<file path="config.mk">
export PLATFORM = sky130hd
export DESIGN_NAME = gf180mcu_fd_sc_mcu9t5v0__nor4_qual_2
export DESIGN_NICKNAME = d
export VERILOG_FILES = /design/src/rtl/gf180mcu_fd_sc_mcu9t5v0__nor4_qual_2.sv
export SDC_FILE = /design/constraint.sdc
export NUM_CORES = 1
export LEC_CHECK = 0
export ABC_AREA = 1
export ABC_CLOCK_PERIOD_IN_PS = 2000
export BUFFER_PORTS_ARGS = -buffer_cell sky130_fd_sc_hd__buf_2
export CAP_MARGIN = 20
export CORE_ASPECT_RATIO = 1.2
export CORE_MARGIN = 5
export CORE_UTILIZATION = 37
export DETAILED_ROUTE_END_ITERATION = 10
export GPL_TIMING_DRIVEN = 0
export PLACE_DENSITY = 0.64
export SYNTH_ARGS = -nofsm -noshare
export SYNTH_HDL_FRONTEND = slang
export SYNTH_SLANG_ARGS = --single-unit
export TNS_END_PERCENT = 50
</file>
<file path="constraint.sdc">
create_clock -name CLK -period 2 [get_ports CLK]
set_clock_uncertainty 0.1 [all_clocks]
set_input_delay 0 -clock CLK [delete_from_list [all_inputs] [get_ports CLK]]
set_output_delay 0 -clock CLK [all_outputs]
set_load 0.1 [all_outputs]
</file>
<file path="src/rtl/gf180mcu_fd_sc_mcu9t5v0__nor4_qual_2.sv">
// Registered, glitch-qualified 4-input NOR with edge strobe and saturating rise counter.
// Optional build macro NOR4_QUAL_SYNC_EN adds a 2-flop synchronizer on A1..A4.
module gf180mcu_fd_sc_mcu9t5v0__nor4_qual_2 #(
   parameter int unsigned FILT_CYCLES = 4,
   parameter int unsigned EVT_W       = 8
) (
   input  logic             CLK,
   input  logic             RN,
   input  logic             A1,
   input  logic             A2,
   input  logic             A3,
   input  logic             A4,
   input  logic             CLR,
   output logic             ZN,
   output logic             ZN_EDGE,
   output logic [EVT_W-1:0] EVT_CNT
);

   localparam int unsigned FCW    = $clog2(FILT_CYCLES + 1);
   localparam logic [FCW:0] FILT_V = (FCW + 1)'(FILT_CYCLES);

   typedef enum logic [1:0] {
      ST_LO   = 2'b00,
      PEND_HI = 2'b01,
      ST_HI   = 2'b10,
      PEND_LO = 2'b11
   } state_t;

   state_t           r_state;
   logic [FCW-1:0]   r_fcnt;
   logic             w_raw;
   logic             w_hi;
   logic             w_diff;
   logic             w_fire;
   logic             w_bad;
   logic [FCW:0]     w_fcnt_inc;

`ifdef NOR4_QUAL_SYNC_EN
   logic [3:0] r_sync1;
   logic [3:0] r_sync2;
   logic [1:0] r_sv;

   // Synchronizer; r_sv holds raw low until real samples have crossed both flops
   always_ff @(posedge CLK or negedge RN) begin
      if (!RN) begin
         r_sync1 <= '0;
         r_sync2 <= '0;
         r_sv    <= '0;
      end else begin
         r_sync1 <= {A4, A3, A2, A1};
         r_sync2 <= r_sync1;
         r_sv    <= {r_sv[0], 1'b1};
      end
   end

   assign w_raw = r_sv[1] & ~(|r_sync2);
`else
   assign w_raw = ~(A1 | A2 | A3 | A4);
`endif

   assign w_hi       = (r_state == ST_HI) || (r_state == PEND_LO);
   assign w_fcnt_inc = {1'b0, r_fcnt} + (FCW + 1)'(1);
   assign w_bad      = ({1'b0, r_fcnt} >= FILT_V);
   assign w_diff     = (w_raw != w_hi);
   assign w_fire     = w_diff && (w_fcnt_inc == FILT_V);

   // Qualification FSM, output registers and event counter
   always_ff @(posedge CLK or negedge RN) begin
      if (!RN) begin
         r_state <= ST_LO;
         r_fcnt  <= '0;
         ZN      <= 1'b0;
         ZN_EDGE <= 1'b0;
         EVT_CNT <= '0;
      end else begin
         ZN_EDGE <= 1'b0;
         if (w_bad) begin
            // Out-of-range filter count cannot be trusted: restart low
            r_state <= ST_LO;
            r_fcnt  <= '0;
            ZN      <= 1'b0;
         end else if (!w_diff) begin
            r_state <= w_hi ? ST_HI : ST_LO;
            r_fcnt  <= '0;
            ZN      <= w_hi;
         end else if (w_fire) begin
            r_state <= w_hi ? ST_LO : ST_HI;
            r_fcnt  <= '0;
            ZN      <= ~w_hi;
            ZN_EDGE <= 1'b1;
         end else begin
            r_state <= w_hi ? PEND_LO : PEND_HI;
            r_fcnt  <= w_fcnt_inc[FCW-1:0];
            ZN      <= w_hi;
         end

         if (CLR) begin
            EVT_CNT <= '0;
         end else if (w_fire && !w_hi && !w_bad && (EVT_CNT != '1)) begin
            EVT_CNT <= EVT_CNT + EVT_W'(1);
         end
      end
   end

endmodule

</file>
* Yosys cells after proc, flatten, opt, wreduce, memory -nomap -nowiden
Index checks and enable logic that the tools add are counted.
W data, S select, Z words.
** Word-level totals
- Flip-flop bits (word level) :: 15
- Latch bits :: 0
- Bits in writable memories :: 0
- ROM bits :: 0
- Input port bits :: 7
- Output and inout bits :: 10
- Logic and storage cells :: 43
- Memories kept :: 0
** Operators by class
- Add/subtract/negate cells :: 2
- $mul :: 0
- Divide/modulo/power cells :: 0
- Order comparisons :: 1
- Equal/unequal tests :: 5
- Shift operators :: 0
- Mux-type cells :: 17
- Bitwise operators :: 5
- Reduce and logical (&&, ||, !) cells :: 8
** Operator list (number)
- $mux W8 :: 2
- $mux W2 :: 6
- $mux W3 :: 3
- $add A8 B1 Y8 const B :: 1
- $ne A8 B8 Y1 const B :: 1
- $mux W1 :: 6
- $add A3 B1 Y4 const B :: 1
- $eq A2 B2 Y1 const B :: 2
- $eq A4 B3 Y1 const B :: 1
- $logic_and A1 B1 Y1 :: 4
- $ge A3 B3 Y1 const B :: 1
- $or A1 B1 Y1 :: 3
- $logic_not A1 Y1 :: 2
- $not A1 Y1 :: 2
- $reduce_bool A2 Y1 :: 1
- $logic_or A1 B1 Y1 :: 1
- $ne A1 B1 Y1 :: 1

* Depth between registers and ports, before layout
Gate-level depths: netlist of the first run.
- Word-level depth :: 11
- Gate-level depth with buffers :: 10

* Worst setup path after synthesis of the first run
No wires, ideal clock.
- Path kind :: register to register
- From :: register EVT_CNT[0]
- To :: register EVT_CNT[4]
- Library setup time :: 124 ps
- Arrival time :: 1953 ps
- Required time :: 1776 ps
- Path slack :: -177 ps
- Stages on the path, launching flop included :: 9
- Cell sequence :: dfrtp_1 ha_1 nand2_1 nor2_4 nand2_2 nand4_4 inv_2 nand2_1 nand2_1
** Between the ends
- Word-level cells in the longest chain between the ends :: 3
- Elaborated cells on any way between the ends :: 6
- Those cells by class :: 1 x add/sub; 1 x eq/ne; 2 x mux; 2 x reduce/logical
** RTL lines
- from (decl) :: line 16 : output logic [EVT_W-1:0] EVT_CNT
- from (signal assigned) :: line 100 : EVT_CNT <= EVT_CNT + EVT_W'(1);
- $add A8 B1 Y8 or $ne A8 B8 Y1 (tied branches) :: line 100, 99
- $mux W8 or $logic_and A1 B1 Y1 (tied branches) :: line 99 : end else if (w_fire && !w_hi && !w_bad && (EVT_CNT != '1)) begin
- $mux W8 or $reduce_bool A2 Y1 (tied branches)
Parallel ways exist; a longest one is shown, timed or not. The select of a mux whose other input is x is not followed.
A chain may end at the register's enable or synchronous reset.

* Final worst setup path of the first run
- From :: register r_fcnt[0]
- To :: register EVT_CNT[3]
** Between the ends
- Word-level cells in the longest chain between the ends :: 7
- Elaborated cells on any way between the ends :: 9
- Those cells by class :: 1 x add/sub; 1 x order compare; 1 x eq/ne; 6 x reduce/logical
** RTL lines
- from (decl) :: line 30 : logic [FCW-1:0] r_fcnt;
- from (signal assigned) :: line 93 : r_fcnt <= w_fcnt_inc[FCW-1:0];
- $add A3 B1 Y4 :: line 62 : assign w_fcnt_inc = {1'b0, r_fcnt} + (FCW + 1)'(1);
- $eq A4 B3 Y1 :: line 65 : assign w_fire = w_diff && (w_fcnt_inc == FILT_V);
- $logic_and A1 B1 Y1 :: line 65
- $logic_and A1 B1 Y1 :: line 99
- $logic_and A1 B1 Y1 (*) (2 in a row) :: line 99
- $reduce_bool A2 Y1 (no source line) (*)
Every way passes the cells marked *; elsewhere a longest branch is shown, timed or not.

==> qor.csv, run 1 <==
metric;value;unit
syn avg cell area;7.496;um^2
sequential area share after synthesis;37.41;%
Num Clock Sinks;13;
io pins;17;
Cell Rows;19;
via count;806;
Fin. Hold Viols;0;
Peak VDD IR;272.4;uV
DIE HEIGHT;63.11;um
Syn Std Cell Area;869.6;um^2
Post-Place Cell Area;991.0;um^2
initial detailed-routing violation count;15;
share of cells above drive strength 1;26.09;%
largest net degree at the start of global routing;14;
Synth Net Count;127;
post-layout instance count excluding filler cells;169;
Min Clock Period, post-route;1.667;ns
H-tree level count;1;
critical path data arrival time;1.74;ns
final core occ;45.45;%
Hold Path Class;input port to flip-flop;
WS Path Type;flip-flop to flip-flop;
critical path fanouts, max;9;
RD Place Congestion;0.7769;
Placed Cells;163;
CTS tree;yes;
post-route clock period utilization;83.34;%
DRC violation count after routing;0;
Clk Latency, worst-skew pair;0.28;ns
setup violators final;0;
Synth-to-Final Area Change;19.28;%
Synth Warn #;0;
GRT Total Usage;12.28;%
CTS resizes;0;
post-route setup slack;0.3331;ns
Final #Nets;150;
die area;0.003424;mm^2
Yosys reg bits;13;
Avg WL per Cell;11.02;um
drt total wl;1863;um
die width;54.26;um
Initial DRT Pass Iterations;4;
Post-Syn Instances;116;
main combinational cell family by area after synthesis;simple AND/OR/NAND/NOR gates;
area share of fa/ha/maj cells after synthesis;5.755;%
antenna violations before repair;0;
Ant. Diodes;0;
RSZ-0062 raised after global routing;false;
WP data required;2.07;ns
CTS buffer count;3;
Clock Path Buffers;2;
status;finished clean;
most common cell after layout, fill and taps aside;nand2_1;
post-synthesis compound-gate area fraction;4.029;%
Netlist cell types;23;
Finished Cell Area;0.001037;mm^2
Clk pin slew, worst setup/hold paths;0.08;ns
headroom to the max-slew limit;67.84;%
f_max;599.9;MHz
vias in the first global route;774;
Cell Pwr Density;453.7;mW/mm^2
max-slew violations;0;
post-detail-place hpwl;1411;um
Max-Cap Viols;0;
Critical Path Start Type;flip-flop;
antenna viol nets, final;0;
Core ar.;0.002282;mm^2
worst hold slack;0.01283;ns
Worst Max-Slew Pin Slew;0.4857;ns
Clock Tree Root;clkbuf_4;
post-synthesis mux area share;0;%
Initial Util;38.10;%
Fillers;250;
pre-CTS setup slack;0.3612;ns
simple-gate area share of the yosys netlist;40.14;%
most frequent cells in the layout;nand2_1, inv_1, buf_2;
IO Port Bufs;16;
via/cell ratio;4.769;
XOR/XNOR Fraction of Synth Area;2.014;%
first-pass GRT wire length;3215;um
grt ovf;0;
CP Capture Type;flip-flop;
Fin Setup TNS;0;ns
Leak;0.5622;nW
Tot Pwr;470.6;uW
-- sequential cells by signal, indices dropped and copies added (netlist names) --
name / flops
EVT_CNT: 8
r_fcnt: 3
ZN: 1
ZN_EDGE: 1
-- metal layers --
metal  vias up  routed length [um]  share of wire (%)  global-route usage (%)
met5         -                   0                  0                       0
met4         0                  14               0.75                   5.919
met3         2                  71                3.8                   2.123
met2        15                 886                 48                   19.01
met1       378                 890                 48                   16.00
li1        411                   -                  -                       -
-- logic make-up after synthesis --
| kind of cell | count (synthesis) |
|---|---|
| flops | 13 |
| buf+inv | 24 |
| compound gates | 6 |
| simple gates | 67 |
| xor+xnor | 2 |
| fa+ha+maj | 4 |
-- critical path, cell delays in order, from the launching register on --
cell,delay (ns)
dfrtp_1,0.43
ha_1,0.25
nand2_1,0.09
nand2_2,0.07
nor2_4,0.09
nand2_2,0.09
clkinv_2,0.07
nand4_4,0.18
nand3_1,0.14
nand2_1,0.06
-- where the power goes --
part | internal [mW] | switching [mW] | leakage [nW]
Combinational | 0.0130 | 0.0254 | 0.370
Sequential | 0.264 | 0.00208 | 0.178
Clock | 0.0773 | 0.0884 | 0.0150
Total | 0.355 | 0.116 | 0.562
-- Yosys cell counts, drive strengths merged --
cell / n / area (um^2)
ha: 4 / 50.05
o21ai: 1 / 5.000
a21oi: 3 / 15.01
nor2: 15 / 78.83
buf: 1 / 5.000
nand2: 27 / 108.9
xor2: 2 / 17.52
dfrtp: 13 / 325.3
nand3: 14 / 75.07
inv: 21 / 78.83
clkinv: 2 / 8.750
nor3: 2 / 15.01
a211oi: 1 / 7.510
o21a: 1 / 7.510
nand4: 9 / 71.32
-- final timing paths --
path / from / to / slack (ns) / cells after the start
setup / recovery: r_fcnt[0] / EVT_CNT[3] / 0.33 / 9
hold / removal: A3 / ZN / 0.01 / 6
setup reg to reg: r_fcnt[0] / EVT_CNT[3] / 0.33 / 9
hold reg to reg: r_fcnt[0] / r_fcnt[0] / 0.42 / 1
max in group asynchronous: RN / EVT_CNT[0] / 1.52 / 2
min in group asynchronous: RN / EVT_CNT[3] / 0.03 / 2
-- timing repair --
| item | 4_1_cts | 5_1_grt |
|---|---|---|
| hold endpoints to repair | 17 | 0 |
| hold buffers | 2 | 0 |
| buffers inserted | 0 | 0 |
-- layout make-up --
cell class	count	area, um^2	area share [%]
well taps	31	38.79	3.739
clock buffers	4	26.28	2.533
flip-flops and latches	13	327.8	31.60
multi-input cells	79	451.7	43.55
inverters	23	87.58	8.444
plain buffers	1	5.005	0.4825
repair buffers	18	100.1	9.650
Power figures use the tool's default switching activity.
==> run 2, diff against run 1 <==
- ABC_CLOCK_PERIOD_IN_PS: 2000 -> 1700
- clock period: 2 -> 1.7 ns (I/O delays scaled with it)
==> qor.csv, run 2 (synthesis results as in run 1) <==
metric;value;unit;change
status;finished clean;;unchanged
Num Clock Sinks;13;;unchanged
Post-Place Cell Area;0.001017;mm^2;was 991.0 um^2
CTS tree;yes;;unchanged
WP data required;1.77;ns;was 2.07 ns
Synth-to-Final Area Change;26.62;%;was 19.28%
Cell Pwr Density;512.0;mW/mm^2;was 453.7 mW/mm^2
met3 Use GR;2.123;%;unchanged
GRT Total Usage;11.89;%;was 12.28%
Fin. Hold Viols;0;;unchanged
IO Port Bufs;16;;unchanged
Placed Cells;163;;unchanged
most common cell after layout, fill and taps aside;nand2_1;;unchanged
Largest regs;EVT_CNT (8), r_fcnt (3);;unchanged
most frequent cells in the layout;nand2_1, inv_1, buf_2;;unchanged
CTS buffer count;3;;unchanged
Cell Rows;19;;unchanged
antenna violations before repair;0;;unchanged
Peak VDD IR;361.5;uV;was 272.4 uV
via/cell ratio;4.760;;was 4.769
Clock Tree Root;clkbuf_4;;unchanged
first-pass GRT wire length;3029;um;was 3215 um
Hold Path Class;input port to async pin;;was input port to flip-flop
headroom to the max-slew limit;67.63;%;was 67.84%
initial detailed-routing violation count;14;;was 15
worst hold slack;0.02158;ns;was 0.01283 ns
met2 GRT Util;18.41;%;was 19.01%
max FFs per register;8;;unchanged
largest register by flop count;EVT_CNT;;unchanged
Critical Path Start Type;flip-flop;;unchanged
met1 global-route usage;15.07;%;was 16.00%
RD Place Congestion;0.7855;;was 0.7769
Core ar.;0.002282;mm^2;unchanged
Min Clock Period, post-route;1.608;ns;was 1.667 ns
die width;54.26;um;unchanged
post-layout instance count excluding filler cells;171;;was 169
CP Capture Type;flip-flop;;unchanged
share of cells above drive strength 1;33.57;%;was 26.09%
io pins;17;;unchanged
DIE HEIGHT;63.11;um;unchanged
Finished Cell Area;0.001101;mm^2;was 0.001037 mm^2
post-detail-place hpwl;1395;um;was 1411 um
largest net degree at the start of global routing;14;;unchanged
max-slew violations;0;;unchanged
drt total wl;1907;um;was 1863 um
vias in the first global route;702;;was 774
DRC violation count after routing;0;;unchanged
Worst Max-Slew Pin Slew;0.4890;ns;was 0.4857 ns
H-tree level count;1;;unchanged
setup violators final;0;;unchanged
Leak;0.5510;nW;was 0.5622 nW
WS Path Type;flip-flop to flip-flop;;unchanged
Final #Nets;152;;was 150
Max-Cap Viols;0;;unchanged
critical path data arrival time;1.67;ns;was 1.74 ns
Tot Pwr;563.8;uW;was 470.6 uW
pre-CTS setup slack;0.04237;ns;was 0.3612 ns
Initial Util;38.10;%;unchanged
RSZ-0062 raised after global routing;true;;was false
critical path fanouts, max;8;;was 9
post-route setup slack;0.09153;ns;was 0.3331 ns
via count;814;;was 806
post-route clock period utilization;94.62;%;was 83.34%
Ant. Diodes;0;;unchanged
antenna viol nets, final;0;;unchanged
Initial DRT Pass Iterations;4;;unchanged
Clock Path Buffers;2;;unchanged
Avg WL per Cell;11.15;um;was 11.02 um
Clk pin slew, worst setup/hold paths;0.09;ns;was 0.08 ns
die area;0.003424;mm^2;unchanged
grt ovf;0;;unchanged
Clk Latency, worst-skew pair;0.28;ns;about the same
Most Crowded Layer GR;met2;;unchanged
f_max;621.7;MHz;was 599.9 MHz
[run 2: cell count changes in the layout (fill, tap and decap cells not counted), sizes merged]
cell and change:
buf +1, inv +1, nand4 +1, clkinv -1
[run 2: through the flow]
step / util (%) / TNS [ns]
after floorplan: - / 0
after global placement: 44.57 / 0
after detailed placement: 44.57 / 0
after CTS: 46.60 / 0
after global routing: 48.25 / -0.009530
final: 48.25 / 0
[run 2: what timing repair did]
| action | CTS | global route |
|---|---|---|
| hold endpoints to repair | 16 | 0 |
| hold buffers | 2 | 0 |
| resized for setup | 0 | 4 |
| setup endpoints to repair | 0 | 8 |
| setup buffers | 0 | 1 |
[run 2: final timing paths]
check,from,end,slack [ns],cells past startpoint
min in group CLK,A3,ZN,0.03,6
hold reg to reg,r_fcnt[0],r_fcnt[0],0.39,1
max in group asynchronous,RN,ZN,1.22,2
setup / recovery,EVT_CNT[0],EVT_CNT[4],0.09,7
hold / removal,RN,EVT_CNT[3],0.02,2
setup reg to reg,EVT_CNT[0],EVT_CNT[4],0.09,7
[run 2: worst max-delay path: stages, from the launching register on]
cell     delay [ns]
dfrtp_4        0.53
ha_4           0.18
nand2_1        0.10
nor2_4         0.06
nand2_2        0.19
nand4_4        0.17
nand3_1        0.11
nand2_1        0.06
[run 2: per-layer routing]
metal / share of wire (%) / vias up
met5: 0 / -
met4: 0.73 / 0
met3: 3.8 / 2
met2: 52 / 11
met1: 43 / 380
li1: - / 421
[run 2: layout make-up]
type | instances | area, um^2
multi-input cells | 80 | 493.0
inverters | 23 | 88.84
fillers | 250 | 1181
clock buffers | 4 | 26.28
flip-flops and latches | 13 | 341.6
well taps | 31 | 38.79
repair buffers | 19 | 107.6
plain buffers | 1 | 5.005
[run 2: where the power goes]
part           switching, mW  internal [mW]  leakage, nW  total [mW]
registers            0.00225          0.311        0.165       0.313
logic                 0.0318         0.0168        0.371      0.0486
clock network          0.111         0.0910       0.0150       0.202
total                  0.145          0.419        0.551       0.564
